===== config.mk =====
export PLATFORM = sky130hd
export DESIGN_NAME = vid_ram_arbiter
export DESIGN_NICKNAME = d
export VERILOG_FILES = /design/src/rtl/vid_arb_pkg.sv /design/src/rtl/vid_arb_wait_cnt.sv /design/src/rtl/vid_ram_arbiter.sv
export SDC_FILE = /design/constraint.sdc
export NUM_CORES = 1
export LEC_CHECK = 0
export CAP_MARGIN = 10
export CORE_MARGIN = 2
export CORE_UTILIZATION = 32
export CTS_CLUSTER_DIAMETER = 50
export CTS_CLUSTER_SIZE = 24
export DETAILED_ROUTE_END_ITERATION = 7
export HOLD_SLACK_MARGIN = 0.12
export PLACE_DENSITY_LB_ADDON = 0.2
export SLEW_MARGIN = 20
export SYNTH_ARGS = -nofsm -noshare
export SYNTH_HDL_FRONTEND = slang
export SYNTH_SLANG_ARGS = --single-unit

===== constraint.sdc =====
create_clock -name mclk -period 2.6 [get_ports mclk]
set_input_delay 0.52 -clock mclk [delete_from_list [all_inputs] [get_ports mclk]]
set_output_delay 0.52 -clock mclk [all_outputs]
set_load 0.03 [all_outputs]

===== src/rtl/vid_arb_pkg.sv =====
// Shared types and default sizing for the video RAM arbiter.
package vid_arb_pkg;

  typedef enum logic [1:0] {
    IDLE    = 2'd0,
    RD_DATA = 2'd1,
    RESP    = 2'd2
  } arb_state_e;

  localparam int ARB_ADDR_W  = 17;
  localparam int ARB_DATA_W  = 16;
  localparam int ARB_TO_W    = 8;
  localparam int ARB_TIMEOUT = 255;

endpackage


===== src/rtl/vid_arb_wait_cnt.sv =====
// Saturating counter of GFX-busy cycles seen by a pending host request.
module vid_arb_wait_cnt
  import vid_arb_pkg::*;
#(
  parameter int TO_W    = ARB_TO_W,
  parameter int TIMEOUT = ARB_TIMEOUT
) (
  input  logic clk,
  input  logic rst_n,
  input  logic clr,
  input  logic inc,
  output logic hit
);

  localparam logic [TO_W-1:0] TO_VAL  = TO_W'(TIMEOUT);
  localparam logic [TO_W-1:0] CNT_MAX = '1;

  logic [TO_W-1:0] cnt;

  // Holds at all-ones instead of wrapping so a stuck GFX port cannot
  // make a starved request look fresh again.
  always_ff @(posedge clk or negedge rst_n) begin
    if (!rst_n) begin
      cnt <= '0;
    end else if (clr) begin
      cnt <= '0;
    end else if (inc && (cnt != CNT_MAX)) begin
      cnt <= cnt + TO_W'(1);
    end
  end

  assign hit = (cnt == TO_VAL);

endmodule


===== src/rtl/vid_ram_arbiter.sv =====
// Single-port video RAM sharing: GFX engine has absolute priority,
// Wishbone host uses idle cycles and is errored out if starved too long.
module vid_ram_arbiter
  import vid_arb_pkg::*;
#(
  parameter int ADDR_W  = ARB_ADDR_W,
  parameter int DATA_W  = ARB_DATA_W,
  parameter int TO_W    = ARB_TO_W,
  parameter int TIMEOUT = ARB_TIMEOUT
) (
  input  logic              mclk,
  input  logic              puc_rst_n,
  input  logic              gfx_ram_cen_n_i,
  input  logic              gfx_ram_wen_n_i,
  input  logic [ADDR_W-1:0] gfx_ram_addr_i,
  input  logic [DATA_W-1:0] gfx_ram_din_i,
  output logic [DATA_W-1:0] gfx_ram_dout_o,
  input  logic              wbs_cyc_i,
  input  logic              wbs_stb_i,
  input  logic              wbs_we_i,
  input  logic [31:0]       wbs_adr_i,
  input  logic [DATA_W-1:0] wbs_dat_i,
  input  logic [1:0]        wbs_sel_i,
  output logic [DATA_W-1:0] wbs_dat_o,
  output logic              wbs_ack_o,
  output logic              wbs_err_o,
  output logic              ram_cen_n_o,
  output logic              ram_wen_n_o,
  output logic [ADDR_W-1:0] ram_addr_o,
  output logic [DATA_W-1:0] ram_din_o,
  input  logic [DATA_W-1:0] ram_dout_i,
  output logic              arb_conflict_o
);

  arb_state_e        state;
  logic              ack_q;
  logic              err_q;
  logic              conflict_q;
  logic [DATA_W-1:0] dat_q;

  logic req;
  logic gfx_act;
  logic wr_legal;
  logic deferred;
  logic host_go;
  logic wait_clr;
  logic wait_hit;
  logic unused_adr;

  assign req      = wbs_cyc_i & wbs_stb_i;
  assign gfx_act  = ~gfx_ram_cen_n_i;
  assign wr_legal = ~wbs_we_i | (wbs_sel_i == 2'b11);
  assign deferred = (state == IDLE) & req & wr_legal & gfx_act;
  assign host_go  = (state == IDLE) & req & wr_legal & ~gfx_act;
  assign wait_clr = ~deferred;

  // Byte address: bit 0 and bits above the RAM word range are ignored.
  assign unused_adr = ^{wbs_adr_i[31:ADDR_W+1], wbs_adr_i[0]};

  vid_arb_wait_cnt #(
    .TO_W    (TO_W),
    .TIMEOUT (TIMEOUT)
  ) u_wait_cnt (
    .clk   (mclk),
    .rst_n (puc_rst_n),
    .clr   (wait_clr),
    .inc   (deferred),
    .hit   (wait_hit)
  );

  // GFX owns the RAM whenever it asks; host only gets it from IDLE.
  always_comb begin
    ram_cen_n_o = 1'b1;
    ram_wen_n_o = 1'b1;
    ram_addr_o  = '0;
    ram_din_o   = '0;
    if (gfx_act) begin
      ram_cen_n_o = 1'b0;
      ram_wen_n_o = gfx_ram_wen_n_i;
      ram_addr_o  = gfx_ram_addr_i;
      ram_din_o   = gfx_ram_din_i;
    end else if (host_go) begin
      ram_cen_n_o = 1'b0;
      ram_wen_n_o = ~wbs_we_i;
      ram_addr_o  = wbs_adr_i[ADDR_W:1];
      ram_din_o   = wbs_dat_i;
    end
  end

  // Response flags are one-cycle pulses, so they default low every cycle.
  always_ff @(posedge mclk or negedge puc_rst_n) begin
    if (!puc_rst_n) begin
      state      <= IDLE;
      ack_q      <= 1'b0;
      err_q      <= 1'b0;
      conflict_q <= 1'b0;
      dat_q      <= '0;
    end else begin
      ack_q      <= 1'b0;
      err_q      <= 1'b0;
      conflict_q <= 1'b0;
      case (state)
        IDLE: begin
          if (req) begin
            if (!wr_legal) begin
              err_q <= 1'b1;
              state <= RESP;
            end else if (gfx_act) begin
              conflict_q <= 1'b1;
              if (wait_hit) begin
                err_q <= 1'b1;
                state <= RESP;
              end
            end else if (wbs_we_i) begin
              ack_q <= 1'b1;
              state <= RESP;
            end else begin
              state <= RD_DATA;
            end
          end
        end
        RD_DATA: begin
          dat_q <= ram_dout_i;
          ack_q <= 1'b1;
          state <= RESP;
        end
        RESP: begin
          state <= IDLE;
        end
        default: begin
          state <= IDLE;
        end
      endcase
    end
  end

  assign gfx_ram_dout_o = ram_dout_i;
  assign wbs_dat_o      = dat_q;
  assign wbs_ack_o      = ack_q & wbs_cyc_i;
  assign wbs_err_o      = err_q & wbs_cyc_i;
  assign arb_conflict_o = conflict_q;

endmodule


=== After elaboration in Yosys (flattened, before gate mapping) ===
Index checks and enable logic that the tools add are counted.

* $add $sub $neg: 1
* Multiply operators: 0
* Div/mod/pow operators: 0
* Order comparisons: 0
* Equal/unequal tests: 7
* Shift-type cells: 0
* Muxes and demuxes: 30
* Bitwise gates (word level): 10
* Reductions and logical operators: 3

{| class="wikitable"
|+ Operator list
! kind !! number
|-
| 17-bit 2-to-1 mux || 2
|-
| 16-bit 2-to-1 mux || 2
|-
| 1-bit 2-to-1 mux || 17
|-
| 8-bit 2-to-1 mux || 2
|-
| 2-bit 2-to-1 mux || 5
|-
| 8-bit by 1-bit adder with 8-bit output, second input constant || 1
|-
| 8-bit equality test, second input constant || 1
|-
| 8-bit != test, second input constant || 1
|-
| 1-bit AND || 7
|-
| 2-bit != test, second input constant || 2
|-
| 4-bit by 3-bit != test with 1-bit output, second input constant || 1
|-
| 2-bit case mux with 2 select lines || 1
|-
| 2-bit by 1-bit equality test with 1-bit output, second input constant || 1
|-
| 2-bit equality test, second input constant || 1
|-
| 2-bit zero test || 1
|-
| 1-bit inverter || 2
|-
| 1-bit case mux with 2 select lines || 1
|-
| 2-bit AND reduction || 1
|-
| 1-bit logical AND || 1
|-
| 1-bit OR || 1
|}

* Bits in registers: 29
* Bits in latches: 0
* RAM bits: 0
* Bits in read-only memories: 0
* Bits of input ports: 106
* Output and inout port bits: 70
* Word-level logic and storage cells: 57
* Memories: 0

=== Depth between registers and ports, before layout ===
* Depth in word-level cells: 7
* Depth in mapped cells: 5
* Depth with buffers taken out: 4

=== Hierarchy ===
Synthesis repeated with hierarchy kept, for this count alone.

* Cells, all modules: 236
* Area total of the unflattened synthesis: 2183.3 sq um

{| class="wikitable"
|+ By module, submodules not included
! module !! times used !! cells an instance !! area each (sq um) !! sequential area each (sq um)
|-
| vid_ram_arbiter || 1 || 189 || 1709.1 || 525.5
|-
| vid_arb_wait_cnt || 1 || 47 || 474.2 || 200.2
|}

=== Least setup slack after synthesis ===
No wires, ideal clock.

* Path type: input to output
* Start point: input port wbs_we_i
* End point: output port ram_wen_n_o
* Data arrival time: 1.710 ns
* Required time: 2.080 ns
* Path slack: 0.370 ns
* Cell stages on the path: 5
* Path buffers: 2
* Cell sequence: a21bo_2 and3_4 buf_6 buf_6 a31oi_1

* Word-level cells in the longest chain between the ends: 6

{| class="wikitable"
|+ RTL lines
! what !! RTL line !! text
|-
| start, declared || vid_ram_arbiter.sv:20 || <nowiki>input logic wbs_we_i,</nowiki>
|-
| 1-bit inverter * || vid_ram_arbiter.sv:52, vid_ram_arbiter.sv:84 ||
|-
| 1-bit OR || vid_ram_arbiter.sv:52 || <nowiki>assign wr_legal = ~wbs_we_i | (wbs_sel_i == 2'b11);</nowiki>
|-
| 1-bit AND (2 in a row) || vid_ram_arbiter.sv:54 || <nowiki>assign host_go = (state == IDLE) & req & wr_legal & ~gfx_act;</nowiki>
|-
| 1-bit 2-to-1 mux * || vid_ram_arbiter.sv:82 || <nowiki>end else if (host_go) begin</nowiki>
|-
| 1-bit 2-to-1 mux * || vid_ram_arbiter.sv:77 || <nowiki>if (gfx_act) begin</nowiki>
|-
| end, declared || vid_ram_arbiter.sv:28 || <nowiki>output logic ram_wen_n_o,</nowiki>
|}

Mark *: on every way between the ends. The rest lies on a longest branch, timed or not.

=== Worst setup path in the final report ===
* Start point: input port wbs_stb_i
* End point: output port ram_din_o[9]

* Word-level cells in the longest chain between the ends: 6

{| class="wikitable"
|+ RTL lines
! what !! RTL line !! text
|-
| start, declared || vid_ram_arbiter.sv:19 || <nowiki>input logic wbs_stb_i,</nowiki>
|-
| 1-bit AND || vid_ram_arbiter.sv:50 || <nowiki>assign req = wbs_cyc_i & wbs_stb_i;</nowiki>
|-
| 1-bit AND (3 in a row) || vid_ram_arbiter.sv:54 ||
|-
| 16-bit 2-to-1 mux || vid_ram_arbiter.sv:82 ||
|-
| 16-bit 2-to-1 mux || vid_ram_arbiter.sv:77 ||
|-
| end, declared || vid_ram_arbiter.sv:30 || <nowiki>output logic [DATA_W-1:0] ram_din_o,</nowiki>
|}

No other way between the ends.

==> metrics.log <==
[metrics] final-report max-slew violation count: 0
[metrics] number of top-level pins: 176
[metrics] routed vias: 1868
[metrics] warning count from the yosys run: 0
[metrics] CP Capture Type: output port
[metrics] Post-Syn Instances: 166
[metrics] run status: finished clean
[metrics] Max Cap Viol: 0
[metrics] Leakage: 1.412 nW
[metrics] largest net degree at the start of global routing: 34
[metrics] peak per-stage delay on the critical path: 500 ps
[metrics] clock tree from TritonCTS: done
[metrics] number of antenna violations at the first check in global routing: 0
[metrics] CP max stage cell: clkdlybuf4s50_1
[metrics] Seq/Total Area, Yosys: 41.22%
[metrics] Avg Vias per Cell: 4.890
[metrics] internal power summed over all cells: 1.125 mW
[metrics] share of power burned in the clock network: 21.3%
[metrics] Hold Crit Depth: 1
[metrics] Die Outline Area: 6111 µm²
[metrics] Worst Path Required: 2080 ps
[metrics] Sw Ratio: 33.41%
[metrics] Routed Wire Length: 5845 µm
[metrics] sequential share of power: 32.9%
[metrics] post-synthesis to final-layout area growth: 88.56%
[metrics] number of endpoints with negative hold slack in the final report: 0
[metrics] unrepaired setup endpoints after global routing: false
[metrics] Root Buffer: clkbuf_8
[metrics] total clock buffers created by CTS: 5
[metrics] CTS Hold Buffers Added: 0
[metrics] Routed wire per std cell: 15.30 µm
[metrics] number of sinks handled by clock tree synthesis: 29
[metrics] placed wire-length estimate after detailed placement: 4734 µm
[metrics] share of layout cells above drive strength 1: 21.94%
[metrics] Power Density: 509.0 nW/µm²
[metrics] kind of start point of the critical path: input port
[metrics] Post-synth ARST share: 100.0%
[metrics] crit path time final: 2518 ps
[metrics] die outline width: 78.17 µm
[metrics] leading cell type in the layout, fill and taps excluded: clkdlybuf4s50_1
[metrics] Main synth FF type: dfrtp_1
[metrics] Port Buf Inserts: 160
[metrics] antenna viol nets, final: 0
[metrics] Top cell by count, worst path: buf_4
[metrics] Max Clk Rate: 397.2 MHz
[metrics] Final Wtd Congestion: 0.7768
[metrics] number of global-route vias before repair: 1783
[metrics] Initial Util: 32.57%
[metrics] delay-heaviest family, CP: buffers and inverters
[metrics] count of buffering cells on the critical path with inverters included: 3
[metrics] number of instances resized during post-cts repair: 0
[metrics] combinational fraction of design power: 45.8%
[metrics] count of different cell masters after synthesis: 32
[metrics] Std-Cell Rows: 27
[metrics] Initial DRT Pass Iterations: 4
[metrics] clock transition at the registers of the reported paths: 60 ps
[metrics] setup_tns: 0 ps
[metrics] commonest cells after routing, fill and taps aside: clkdlybuf4s50_1, buf_4, a22o_1
[metrics] global-route wire length before repair: 8859 µm
[metrics] Floorplan Core Area: 5405 µm²
[metrics] worst-path maximum fanout: 11
[metrics] type of the worst setup path: in2out
[metrics] Post-route DRC: 0
[metrics] NumNets Final: 417
[metrics] Hold WC Path Type: reg2reg
[metrics] r2r worst-path depth: 4
[metrics] headroom to the max-slew limit: 76.49%
[metrics] Clock Path Buffers: 2
[metrics] Post-CTS Setup Repair Bufs: 0
[metrics] mean post-synth cell area: 10.61 µm²
[metrics] number of flops mapped to enable cells by yosys: 0
[metrics] Peak supply drop: 0.4540 mV
[metrics] Switch Pwr: 564.4 µW
[metrics] Critical Path Stages: 6
[metrics] depth of the CTS H-tree: 2
[metrics] remaining global-route overflow: 0
[metrics] CP arrival: 2000 ps
[metrics] number of synthesized register bits: 29
[metrics] die height: 78.17 µm
[metrics] Tightest Pin Transition: 351.7 ps
[metrics] Total Power Consumption: 1.689 mW
[metrics] clock latency of the later-clocked register in the worst-skew pair: 270 ps
[metrics] share of the cycle needed by the critical path after routing: 96.83%
[metrics] number of DRC markers in iteration 0: 61
[metrics] r2r setup slk: 940 ps
[metrics] critical-path cell list: clkdlybuf4s50_1, and4bb_2, and3_4, buf_4, a22o_1, buf_4
[metrics] setup violation total in the final timing report: 0
[metrics] Total Routing Usage GR: 18.25%
[metrics] worst clock skew on the final layout: 3.064 ps
[metrics] antenna fix cells: 0
[metrics] post-synthesis net count: 273
[metrics] cell area after technology mapping: 1760 µm²
-- kinds of logic (layout without fill, tap and decap cells) --
group / Yosys count / in the layout / share of synthesized area, %
fa+ha+maj: 1 / 1 / 0.7106
simple gates: 36 / 36 / 12.23
mux: 16 / 16 / 10.23
buf+inv: 33 / 177 / 12.51
flops: 29 / 29 / 41.22
compound gates: 51 / 51 / 23.10
-- power by group through the flow --
| stage | clock network, mW | logic, mW | registers [mW] |
|---|---|---|---|
| 5_1_grt | 0.398 | 0.807 | 0.565 |
| 4_1_cts | 0.373 | 0.784 | 0.557 |
| 3_5_place_dp | 0 | 0.782 | 0.565 |
| 6_report | 0.359 | 0.774 | 0.556 |
| 2_1_floorplan | 0 | 0.249 | 0.708 |
| 3_3_place_gp | 0 | 0.776 | 0.562 |
-- synthesized netlist by cell type (all sizes together), types with 2 or more instances --
library cell / instances / area [µm²]
nor4b: 3 / 26.28
dfrtp: 29 / 725.7
nand3: 6 / 30.03
clkbuf: 4 / 15.01
a22o: 33 / 289.0
a21oi: 8 / 40.04
nor2: 4 / 15.01
a31oi: 3 / 18.77
inv: 3 / 11.26
nand4: 3 / 18.77
nor3: 8 / 40.04
mux2: 16 / 180.2
buf: 26 / 193.9
nand2: 2 / 7.510
and3: 3 / 23.77
and2: 3 / 18.77
-- stage by stage --
step                hold slack [ps]  instance area, µm²  setup slack (ps)  utilization, %  std cells
finish                        503.1                3319             82.39           61.41        382
CTS                           507.4                3319             76.87           61.41        382
global placement              490.1                3233             89.23           59.81        375
global route                  513.7                3319             35.19           61.41        382
floorplan                     224.4                1760             370.5               -        166
detailed placement            494.7                3233             76.21           59.81        375
-- worst paths after layout --
kind	start	to
worst max-delay path	wbs_stb_i	ram_din_o[9]
worst min-delay path	wbs_dat_o[1]	wbs_dat_o[1]
worst max register to register	u_wait_cnt.cnt[0]	state[1]
worst min register to register	wbs_dat_o[1]	wbs_dat_o[1]
max in group asynchronous	puc_rst_n	wbs_dat_o[8]
min in group asynchronous	puc_rst_n	wbs_dat_o[2]
-- layout make-up --
cell class	count	area (µm²)
inverter	3	11.26
multi-input combinational	104	814.5
tap	72	90.09
timing repair buffer	167	1592
clock buffer	7	86.33
sequential	29	725.7
fill	467	2086
-- worst reg2reg max path, stage by stage (launching register included) --
cell     delay (ps)
dfrtp_1         430
ha_1            280
and4_1          290
a32o_1          300
a41o_1          240
-- sequential cells by signal, indices dropped and copies added, names as in the netlist --
register	count
ack_q	1
arb_conflict_o	1
err_q	1
state	2
u_wait_cnt.cnt	8
wbs_dat_o	16
-- layer usage --
| layer | GRT usage [%] | part of all wire (%) | up-vias |
|---|---|---|---|
| li1 | - | - | 903 |
| met1 | 18.73 | 36 | 879 |
| met2 | 34.83 | 54 | 76 |
| met3 | 7.011 | 8.8 | 10 |
| met4 | 4.035 | 1.3 | 0 |
| met5 | 0 | 0 | - |
Power figures use the tool's default switching activity.
